==> src/rtl/ldst_resp_scatter.sv <==
// ---------------------------------------------------------------------------
// ldst_resp_scatter
//
// Sits downstream of the thread coalescing unit. Coalesced cache-line
// commands are forwarded combinationally as line-aligned memory requests.
// Load metadata is held in an in-order pending FIFO. When a load response
// returns, the line is split back into per-thread register writebacks, one
// thread per cycle, lowest bitmap bit first.
//
// Ports
//   clk, rst               clock / asynchronous active-high reset
//   in_*                   coalesced command (valid/ready handshake)
//   mem_req_*              line-aligned memory request (valid/ready)
//   mem_rsp_*              load response line, in request order (valid/ready)
//   wb_*                   per-thread writeback (valid/ready), registered
//   pending_count          occupied pending-FIFO entries
//   rsp_orphan             sticky: a response arrived with no pending load
//   perf_wb_count/stall    only with LDST_RESP_SCATTER_PERF_EN defined:
//                          writeback handshakes / writeback stall cycles
//
// Build option
//   LDST_RESP_SCATTER_PERF_EN  adds the two 32-bit performance counters.
// ---------------------------------------------------------------------------
module ldst_resp_scatter #(
    parameter int CACHE_LINE_SIZE        = 32,
    parameter int NUM_MAX_COALESCED_CMDS = CACHE_LINE_SIZE / 4,
    parameter int BASE_ADDR_OFFSET       = $clog2(CACHE_LINE_SIZE),
    parameter int PENDING_DEPTH          = 4
) (
    input  logic                                               clk,
    input  logic                                               rst,
    input  logic                                               in_valid,
    output logic                                               in_ready,
    input  logic [3:0]                                         in_block_id,
    input  logic [9:0]                                         in_base_tid,
    input  logic [NUM_MAX_COALESCED_CMDS-1:0]                  in_tid_bitmap,
    input  logic                                               in_write_enable,
    input  logic [CACHE_LINE_SIZE*8-1:0]                       in_write_data,
    input  logic [CACHE_LINE_SIZE-1:0]                         in_write_mask,
    input  logic [63:0]                                        in_address,
    input  logic [1:0]                                         in_size,
    input  logic [6:0]                                         in_ld_dest_reg,
    input  logic [NUM_MAX_COALESCED_CMDS*BASE_ADDR_OFFSET-1:0] in_address_map,
    output logic                                               mem_req_valid,
    input  logic                                               mem_req_ready,
    output logic                                               mem_req_write,
    output logic [63:0]                                        mem_req_addr,
    output logic [CACHE_LINE_SIZE*8-1:0]                       mem_req_data,
    output logic [CACHE_LINE_SIZE-1:0]                         mem_req_mask,
    input  logic                                               mem_rsp_valid,
    output logic                                               mem_rsp_ready,
    input  logic [CACHE_LINE_SIZE*8-1:0]                       mem_rsp_data,
    output logic                                               wb_valid,
    input  logic                                               wb_ready,
    output logic [3:0]                                         wb_block_id,
    output logic [9:0]                                         wb_tid,
    output logic [6:0]                                         wb_dest_reg,
    output logic [63:0]                                        wb_data,
    output logic [$clog2(PENDING_DEPTH):0]                     pending_count,
    output logic                                               rsp_orphan
`ifdef LDST_RESP_SCATTER_PERF_EN
    ,
    output logic [31:0]                                        perf_wb_count,
    output logic [31:0]                                        perf_wb_stall
`endif
);

    localparam int N      = NUM_MAX_COALESCED_CMDS;
    localparam int OFF    = BASE_ADDR_OFFSET;
    localparam int LINE_W = CACHE_LINE_SIZE * 8;
    localparam int PTR_W  = $clog2(PENDING_DEPTH);
    localparam int CNT_W  = PTR_W + 1;
    localparam int IDX_W  = (N > 1) ? $clog2(N) : 1;

    typedef enum logic { S_IDLE = 1'b0, S_SCATTER = 1'b1 } state_t;

    typedef struct packed {
        logic [3:0]       block_id;
        logic [9:0]       base_tid;
        logic [N-1:0]     bitmap;
        logic [1:0]       size;
        logic [6:0]       dest_reg;
        logic [N*OFF-1:0] addr_map;
    } entry_t;

    // Lowest set bit wins: scan downwards so the last hit is the lowest index.
    function automatic logic [IDX_W-1:0] lowest_set(input logic [N-1:0] v);
        logic [IDX_W-1:0] idx;
        idx = '0;
        for (int k = N - 1; k >= 0; k--) begin
            if (v[k]) idx = IDX_W'(k);
        end
        return idx;
    endfunction

    function automatic logic [63:0] size_mask(input logic [1:0] sz);
        logic [63:0] m;
        case (sz)
            2'd0:    m = 64'h0000_0000_0000_00FF;
            2'd1:    m = 64'h0000_0000_0000_FFFF;
            2'd2:    m = 64'h0000_0000_FFFF_FFFF;
            default: m = 64'hFFFF_FFFF_FFFF_FFFF;
        endcase
        return m;
    endfunction

    // ---------------------------------------------------------------- FIFO
    entry_t             fifo_mem [PENDING_DEPTH];
    logic [PTR_W-1:0]   wr_ptr_q;
    logic [PTR_W-1:0]   rd_ptr_q;
    logic [CNT_W-1:0]   count_q;
    logic               fifo_full;
    logic               fifo_empty;
    logic               load_ok;
    logic               push;
    logic               pop;
    entry_t             push_entry;
    entry_t             head;

    assign fifo_full  = (count_q == CNT_W'(PENDING_DEPTH));
    assign fifo_empty = (count_q == '0);

    // Loads need a free pending slot; stores never touch the FIFO. A pop in
    // the same cycle does not free a slot for a load (no full bypass).
    assign load_ok       = in_write_enable | ~fifo_full;
    assign mem_req_valid = in_valid & load_ok;
    assign in_ready      = mem_req_ready & load_ok;
    assign mem_req_write = in_write_enable;
    assign mem_req_addr  = in_address & ~(64'(CACHE_LINE_SIZE) - 64'd1);
    assign mem_req_data  = in_write_data;
    assign mem_req_mask  = in_write_mask;

    assign push = in_valid & in_ready & ~in_write_enable;
    assign pop  = mem_rsp_valid & mem_rsp_ready & ~fifo_empty;

    assign push_entry = '{block_id: in_block_id, base_tid: in_base_tid,
                          bitmap: in_tid_bitmap, size: in_size,
                          dest_reg: in_ld_dest_reg, addr_map: in_address_map};

    // Head is read combinationally so the response cycle can capture the
    // metadata together with the line and writeback can start next cycle.
    assign head = fifo_mem[rd_ptr_q];

    always_ff @(posedge clk) begin
        if (push) fifo_mem[wr_ptr_q] <= push_entry;
    end

    always_ff @(posedge clk or posedge rst) begin
        if (rst) begin
            wr_ptr_q <= '0;
            rd_ptr_q <= '0;
            count_q  <= '0;
        end else begin
            if (push) wr_ptr_q <= wr_ptr_q + PTR_W'(1);
            if (pop)  rd_ptr_q <= rd_ptr_q + PTR_W'(1);
            case ({push, pop})
                2'b10:   count_q <= count_q + CNT_W'(1);
                2'b01:   count_q <= count_q - CNT_W'(1);
                default: count_q <= count_q;
            endcase
        end
    end

    assign pending_count = count_q;

    // ---------------------------------------------------------- scatter FSM
    state_t             state_q,    state_d;
    logic [N-1:0]       bitmap_q,   bitmap_d;
    logic [LINE_W-1:0]  line_q,     line_d;
    logic [3:0]         block_id_q, block_id_d;
    logic [9:0]         base_tid_q, base_tid_d;
    logic [1:0]         size_q,     size_d;
    logic [6:0]         dest_q,     dest_d;
    logic [N*OFF-1:0]   map_q,      map_d;
    logic               orphan_q,   orphan_d;
    logic [IDX_W-1:0]   wb_idx_q,   wb_idx_d;
    logic [9:0]         wb_tid_q,   wb_tid_d;
    logic [63:0]        wb_data_q,  wb_data_d;
    logic [OFF-1:0]     pick_off;
    logic [LINE_W-1:0]  pick_shifted;

    assign mem_rsp_ready = (state_q == S_IDLE);

    always_comb begin
        state_d    = state_q;
        bitmap_d   = bitmap_q;
        line_d     = line_q;
        block_id_d = block_id_q;
        base_tid_d = base_tid_q;
        size_d     = size_q;
        dest_d     = dest_q;
        map_d      = map_q;
        orphan_d   = orphan_q;
        case (state_q)
            S_IDLE: begin
                if (mem_rsp_valid) begin
                    if (!fifo_empty) begin
                        line_d     = mem_rsp_data;
                        bitmap_d   = head.bitmap;
                        block_id_d = head.block_id;
                        base_tid_d = head.base_tid;
                        size_d     = head.size;
                        dest_d     = head.dest_reg;
                        map_d      = head.addr_map;
                        // An empty bitmap is simply retired without writeback.
                        if (head.bitmap != '0) state_d = S_SCATTER;
                    end else begin
                        orphan_d = 1'b1;
                    end
                end
            end
            S_SCATTER: begin
                if (wb_ready) begin
                    bitmap_d = bitmap_q & ~(N'(1) << wb_idx_q);
                    if (bitmap_d == '0) state_d = S_IDLE;
                end
            end
            default: state_d = S_IDLE;
        endcase
    end

    // Next writeback is computed from next-cycle state so the wb_* outputs
    // come straight from registers and hold steady while stalled.
    always_comb begin
        wb_idx_d     = lowest_set(bitmap_d);
        pick_off     = map_d[int'(wb_idx_d)*OFF +: OFF];
        // Logical shift pulls zeros in, so bytes past the line end read 0.
        pick_shifted = line_d >> {pick_off, 3'b000};
        wb_data_d    = pick_shifted[63:0] & size_mask(size_d);
        wb_tid_d     = base_tid_d + 10'(wb_idx_d);
    end

    always_ff @(posedge clk or posedge rst) begin
        if (rst) begin
            state_q    <= S_IDLE;
            bitmap_q   <= '0;
            line_q     <= '0;
            block_id_q <= '0;
            base_tid_q <= '0;
            size_q     <= '0;
            dest_q     <= '0;
            map_q      <= '0;
            orphan_q   <= 1'b0;
            wb_idx_q   <= '0;
            wb_tid_q   <= '0;
            wb_data_q  <= '0;
        end else begin
            state_q    <= state_d;
            bitmap_q   <= bitmap_d;
            line_q     <= line_d;
            block_id_q <= block_id_d;
            base_tid_q <= base_tid_d;
            size_q     <= size_d;
            dest_q     <= dest_d;
            map_q      <= map_d;
            orphan_q   <= orphan_d;
            if (state_d == S_SCATTER) begin
                wb_idx_q  <= wb_idx_d;
                wb_tid_q  <= wb_tid_d;
                wb_data_q <= wb_data_d;
            end
        end
    end

    assign wb_valid    = (state_q == S_SCATTER);
    assign wb_block_id = block_id_q;
    assign wb_tid      = wb_tid_q;
    assign wb_dest_reg = dest_q;
    assign wb_data     = wb_data_q;
    assign rsp_orphan  = orphan_q;

`ifdef LDST_RESP_SCATTER_PERF_EN
    logic [31:0] perf_cnt_q;
    logic [31:0] perf_stall_q;

    always_ff @(posedge clk or posedge rst) begin
        if (rst) begin
            perf_cnt_q   <= '0;
            perf_stall_q <= '0;
        end else begin
            if (wb_valid & wb_ready)  perf_cnt_q   <= perf_cnt_q + 32'd1;
            if (wb_valid & ~wb_ready) perf_stall_q <= perf_stall_q + 32'd1;
        end
    end

    assign perf_wb_count = perf_cnt_q;
    assign perf_wb_stall = perf_stall_q;
`endif

endmodule
==> config.mk <==
export PLATFORM = sky130hd
export DESIGN_NAME = ldst_resp_scatter
export DESIGN_NICKNAME = d
export VERILOG_FILES = /design/src/rtl/ldst_resp_scatter.sv
export SDC_FILE = /design/constraint.sdc
export NUM_CORES = 2
export LEC_CHECK = 0
export BUFFER_PORTS_ARGS = -buffer_cell sky130_fd_sc_hd__buf_2
export CAP_MARGIN = 20
export CELL_PAD_IN_SITES_DETAIL_PLACEMENT = 1
export CELL_PAD_IN_SITES_GLOBAL_PLACEMENT = 2
export CORE_AREA = 3 3 444 446
export DETAILED_ROUTE_END_ITERATION = 10
export DIE_AREA = 0 0 447 449
export HOLD_SLACK_MARGIN = 0.1
export PLACE_DENSITY = 0.51
export SLEW_MARGIN = 20
export SYNTH_ARGS = -nofsm -noshare
export SYNTH_HDL_FRONTEND = slang
export SYNTH_SLANG_ARGS = --single-unit
==> constraint.sdc <==
create_clock -name clk -period 16.9 [get_ports clk]
set_input_delay 1.69 -clock clk [delete_from_list [all_inputs] [get_ports clk]]
set_output_delay 1.69 -clock clk [all_outputs]
set_load 0.02 [all_outputs]
### After elaboration in Yosys (flattened, before gate mapping)

Memory sizes are Yosys's and may differ from the RTL's.
Cells that the tools add are included.

* flip-flop bits (word level): 413
* word-level logic and storage cells: 85
* memories kept: 1
* output and inout port bits: 446
* memory bits (writable): 284

Memories
* fifo_mem: words 4, bits a word 71, read ports 1, clocked after Yosys merged registers in 0, wr ports 1, line 108 `entry_t fifo_mem [PENDING_DEPTH];`

* shift operators: 3
* equality and inequality tests: 5
* multiplexer cells: 34
* add/sub/neg operators: 5
* reduce and logical (&&, ||, !) cells: 7
* bitwise operators: 14
* multiply operators: 1

Operators with widths (count)
* two-way mux 256 bit: 3
* >> shifter 256 x 8 -> 64 bit: 1
* one-hot mux 64 bit (3 select lines): 1
* two-way mux 40 bit: 3
* bitwise AND 64 bit: 1
* variable part select 40 x 7 -> 5 bit: 1
* two-way mux 10 bit: 3
* two-way mux 3 bit: 8
* two-way mux 8 bit: 3
* one-hot mux 8 bit (2 select lines): 1
* adder 10 x 3 -> 10 bit: 1
* bitwise AND 8 bit: 1
* zero test 8 bit: 1
* inverter 8 bit: 1
* nonzero test 8 bit: 1
* << shifter 1 x 3 -> 8 bit (first input constant): 1
* two-way mux 1 bit: 7
* bitwise AND 1 bit: 6
* multiplier 3 x 3 -> 6 bit (second input constant): 1
* two-way mux 2 bit: 3
* one-hot mux 3 bit (2 select lines): 1
* AND reduction 3 bit: 2
* adder 2 x 1 -> 2 bit (second input constant): 2
* == test 2 x 1 -> 1 bit (second input constant): 2
* 10 further kinds: 14

### Logic depth before layout (Yosys ltp)

* word-level depth: 17
* mapped depth: 23
* gate-level depth less buffers: 18

### Least setup slack after synthesis

No wires, ideal clock.

* path type: in2reg
* from: in mem_rsp_valid
* to: reg wb_tid_q[8], in the netlist wb_tid[8]
* data required time: 16.766 ns
* arrival: 5.720 ns
* slack: 11.046 ns
* stages: 22
* cells stage by stage: o31a_1 > nand2_4 > inv_4 > buf_2 > clkbuf_1 > buf_2 > buf_2 > buf_1 > clkbuf_1 > clkbuf_1 > clkbuf_1 > nand2_1 > nand2_1 > ha_1 > inv_1 > fa_1 > nor2b_1 > o21ai_0 > nand3b_1 > nor2_1 > xnor2_1 > o21ai_0

* elaborated cells on any way between the ends: 15

RTL lines
* start: declaration: line 50 `input logic mem_rsp_valid,`
* two-way mux 10 bit: line 196 `if (mem_rsp_valid) begin`
* two-way mux 10 bit: line 194 `case (state_q)`
* net base_tid_d[0]: line 171 `logic [9:0] base_tid_q, base_tid_d;`
* adder 10 x 3 -> 10 bit: line 230 `wb_tid_d = base_tid_d + 10'(wb_idx_d);`
* end signal: assignment: line 259 `wb_tid_q <= wb_tid_d;`
* end: declaration: line 177 `logic [9:0] wb_tid_q, wb_tid_d;`

The timed path passes the listed nets, and every way through them passes these cells.
A chain may end at the register's enable or synchronous reset.

### Worst setup path after layout

* from: in mem_rsp_valid
* to: reg wb_data_q[4], in the netlist wb_data[4]

* elaborated cells on any way between the ends: 20

RTL lines
* two-way mux 8 bit: line 196
* one-hot mux 8 bit (2 select lines): line 194
* net bitmap_d[3]: line 168 `logic [N-1:0] bitmap_q, bitmap_d;`
* two-way mux 3 bit (4 in series): line 91 `if (v[k]) idx = IDX_W'(k);`
* net wb_idx_d[1]: line 176 `logic [IDX_W-1:0] wb_idx_q, wb_idx_d;`
* multiplier 3 x 3 -> 6 bit: line 226 `pick_off = map_d[int'(wb_idx_d)*OFF +: OFF];`
* variable part select 40 x 7 -> 5 bit: line 226
* >> shifter 256 x 8 -> 64 bit: line 228 `pick_shifted = line_d >> {pick_off, 3'b000};`
* bitwise AND 64 bit: line 229 `wb_data_d = pick_shifted[63:0] & size_mask(size_d);`
* end signal: assignment: line 260 `wb_data_q <= wb_data_d;`
* end: declaration: line 178 `logic [63:0] wb_data_q, wb_data_d;`

The timed path passes the listed nets, and every way through them passes these cells.

==> results.toml <==
[sta]
worst_clock_skew_ns = 0.05011
tightest_slew_ns = 1.132
fin_crit_sh_pct = 49.45
setup-tns-final_ns = 0
maxSlewViolCount = 0
finalSetupViolations = 0
rsz0062_at_grt = "no"
slew_headroom_pct = 23.76
fmax_mhz = 119.7
min_period_ns = 8.357
hold_viol = 0

[logic_synthesis]
yosysWarnings = 0
synth_top_area_share_pct = 26.77
muxShareOfSynthArea_pct = 16.41
netlist_area_um2 = 38600
async_reset_ff_share_pct = 59.25
synthFlopType = "dfrtp_1"
synth_area_leaders = "dfrtp_1 27%, edfxtp_1 22%, mux2i_1 11%, buf_4 7.4%, nand2_1 5.2%"
ys_seq_area_share_pct = 48.87
synth_edf_count = 284
synth_compound_area_share_pct = 11.44
synth-adder-area-share_pct = 0.3630
synth_xor_area_share_pct = 0.3177
synthCells = 3687
synth_seq_cells = 697
yosys.area_share.simple_pct = 10.42
yosys.area.top_type = "dfrtp_1"
synth_top_family_by_area = "multiplexers"
synth_cell_types = 90
synth.avg_cell_area_um2 = 10.47

[layout]
seqCellArea_um2 = 18870
final_nets = 4395
fillers = 21974
area_growth_syn_to_layout_pct = 13.52
multiInputGateArea_um2 = 15170
largest_reg_flops = 284
final_layout_size_suffix_gt1_share_pct = 21.30
max_flop_register = "fifo_mem"

[clock_network]
clock_tree.root_cell = "clkbuf_16"
clock_latency_ns = 0.75
clk_pin_slew_ns = 0.05
cts_htree_levels = 3
cts_made_buffers = 92
clockBufferDepth = 3
cts_tree = "yes"
cts_resized = 0
hold_buffers = 0
post_cts_buffers = 0
cts.sinks = 697

[die]
die_w_um = 447
die_area_um2 = 200700
row_count = 161
pin_count = 1132
start_util_pct = 20.00
die_h_um = 449
core_um2 = 193000

[min_path]
hp-class = "reg2reg"

[worst_setup_path]
crit_path_end_kind = "flop"
cp_cell_sequence = "buf_2 > o31a_1 > nand2_8 > inv_6 > buf_4 > a22oi_2 > inv_1 > nor2_1 > a21oi_1 > nand2_1 > o22ai_4 > buf_4 > buf_4 > buf_4 > nor3_1 > a21oi_1 > mux2i_1 > a32oi_1 > a21oi_1 > a211oi_1"
required_ns = 17.54
cp_max_fo = 65
arrival_ns = 9.00
slowest_delay_ns = 0.73
start_kind = "input port"
cpMaxStageDelayCell = "buf_4"
path_class = "in2reg"
critPathMostFrequentCell = "buf_4"

[detailed_routing]
ant_nets = 0
drt_iter0_drc = 1982
firstDrtPassIters = 6
drc = 0
post_drt_wl_per_cell_um = 28.56
vias = 28945
finalWirelength_um = 180200
via_per_inst = 4.589

[global_route]
grt_usage_pct = 17.54
overflow = 0
antenna_found_initial = 29
grt_start_max_net_pins = 111
grt_pass1_wl_um = 251100
grt_pass1_vias = 30676

[place]
io_buffers = 427
gp_congestion = 0.8701
dp_hpwl_um = 135000

[outcome]
outcome = "completed"

[job]
maxCapViolCount = 0
[cells in the mapped netlist, types with 8 or more instances]
cell type	count
nand2_1	534
dfrtp_1	413
mux2i_1	410
buf_4	379
edfxtp_1	284
a21oi_1	275
inv_1	238
nor3_1	161
nor2_1	117
buf_2	102
mux4_2	78
clkbuf_1	70
nand3_1	64
o21ai_0	63
o211ai_1	45
mux2_2	42
o22ai_1	37
a22oi_1	30
a211oi_1	29
a221oi_1	21
buf_1	21
o221ai_1	21
a32oi_1	15
o21ai_1	14
a31oi_1	13
a222oi_1	11
o31ai_1	10
a211o_1	9
and3_1	9
a21o_1	8
a2bb2oi_1	8
buf_6	8
ha_1	8
nand2b_1	8
[metrics by stage]
stage	instances	utilization, %	instance area, um2	worst slack (ns)	hold slack [ns]
floorplan	3691	-	38620	3.717	0.4334
global placement	6131	21.13	40770	7.791	0.4509
detailed placement	6131	21.13	40780	7.786	0.4587
CTS	6300	22.70	43800	8.585	0.4724
global route	6302	22.70	43810	8.147	0.4922
finish	6307	22.71	43820	8.543	0.4649
[worst paths after layout]
check                                                to                 from  slack [ns]  depth (start not counted)
worst max-delay path             wb_data[4]$_DFFE_PP0P_        mem_rsp_valid        8.54                         20
worst min-delay path                map_q[37]$_DFF_PP0_  map_q[37]$_DFF_PP0_        0.46                          2
worst max register to register   wb_data[4]$_DFFE_PP0P_   wb_valid$_DFF_PP0_        9.07                         19
worst min register to register      map_q[37]$_DFF_PP0_  map_q[37]$_DFF_PP0_        0.46                          2
max in group asynchronous         line_q[168]$_DFF_PP0_                  rst       13.64                          4
min in group asynchronous       wr_ptr_q[0]$_DFFE_PP0P_                  rst        1.01                          2
[logic make-up (layout without fill, tap and decap cells)]
family | Yosys count | in the layout
DFF | 697 | 697
AOI/OAI and AO/OA | 673 | 673
other | 1 | 12
muxes | 530 | 530
adders and majority gates | 10 | 10
xor gates and xnor gates | 14 | 14
buffers and inverters | 822 | 905
and+or+nand+nor | 940 | 940
[area by class of cell]
type	count	share of cell area, %
timing repair buffer	494	6.053
multi-input combinational	2172	34.62
clock buffer	131	5.979
sequential	697	43.06
tap	2526	7.213
clock inverter	38	0.9251
inverter	242	2.102
antenna	7	0.03997
[cells in the final DEF, fill, tap and decap left out, drive strengths merged, types with 45 or more instances in the layout]
cell type	n
a21oi	275
buf	494
clkbuf	131
dfrtp	413
edfxtp	284
inv	246
mux2i	410
mux4	78
nand2	537
nand3	64
nor2	119
nor3	163
o211ai	45
o21ai	77
[worst max-delay path, delay by kind of cell]
kind | cells | cell delay (ns)
buffers and inverters | 7 | 3.18
AO/OA/AOI/OAI | 8 | 2.63
multiplexers | 1 | 0.20
AND/OR/NAND/NOR | 4 | 1.05
[routing by layer]
metal	share of wire, %	GRT usage [%]	routed length (um)	up-vias
li1	-	-	-	12799
met1	45	23.38	80820	14841
met2	46	27.89	82490	1016
met3	5.6	3.943	10070	269
met4	3.6	5.840	6538	20
met5	0.13	0.4570	234	-
Power is left out: the tool's default activity adds up to more than one toggle a clock period on the data nets, which glitch-free logic cannot reach.
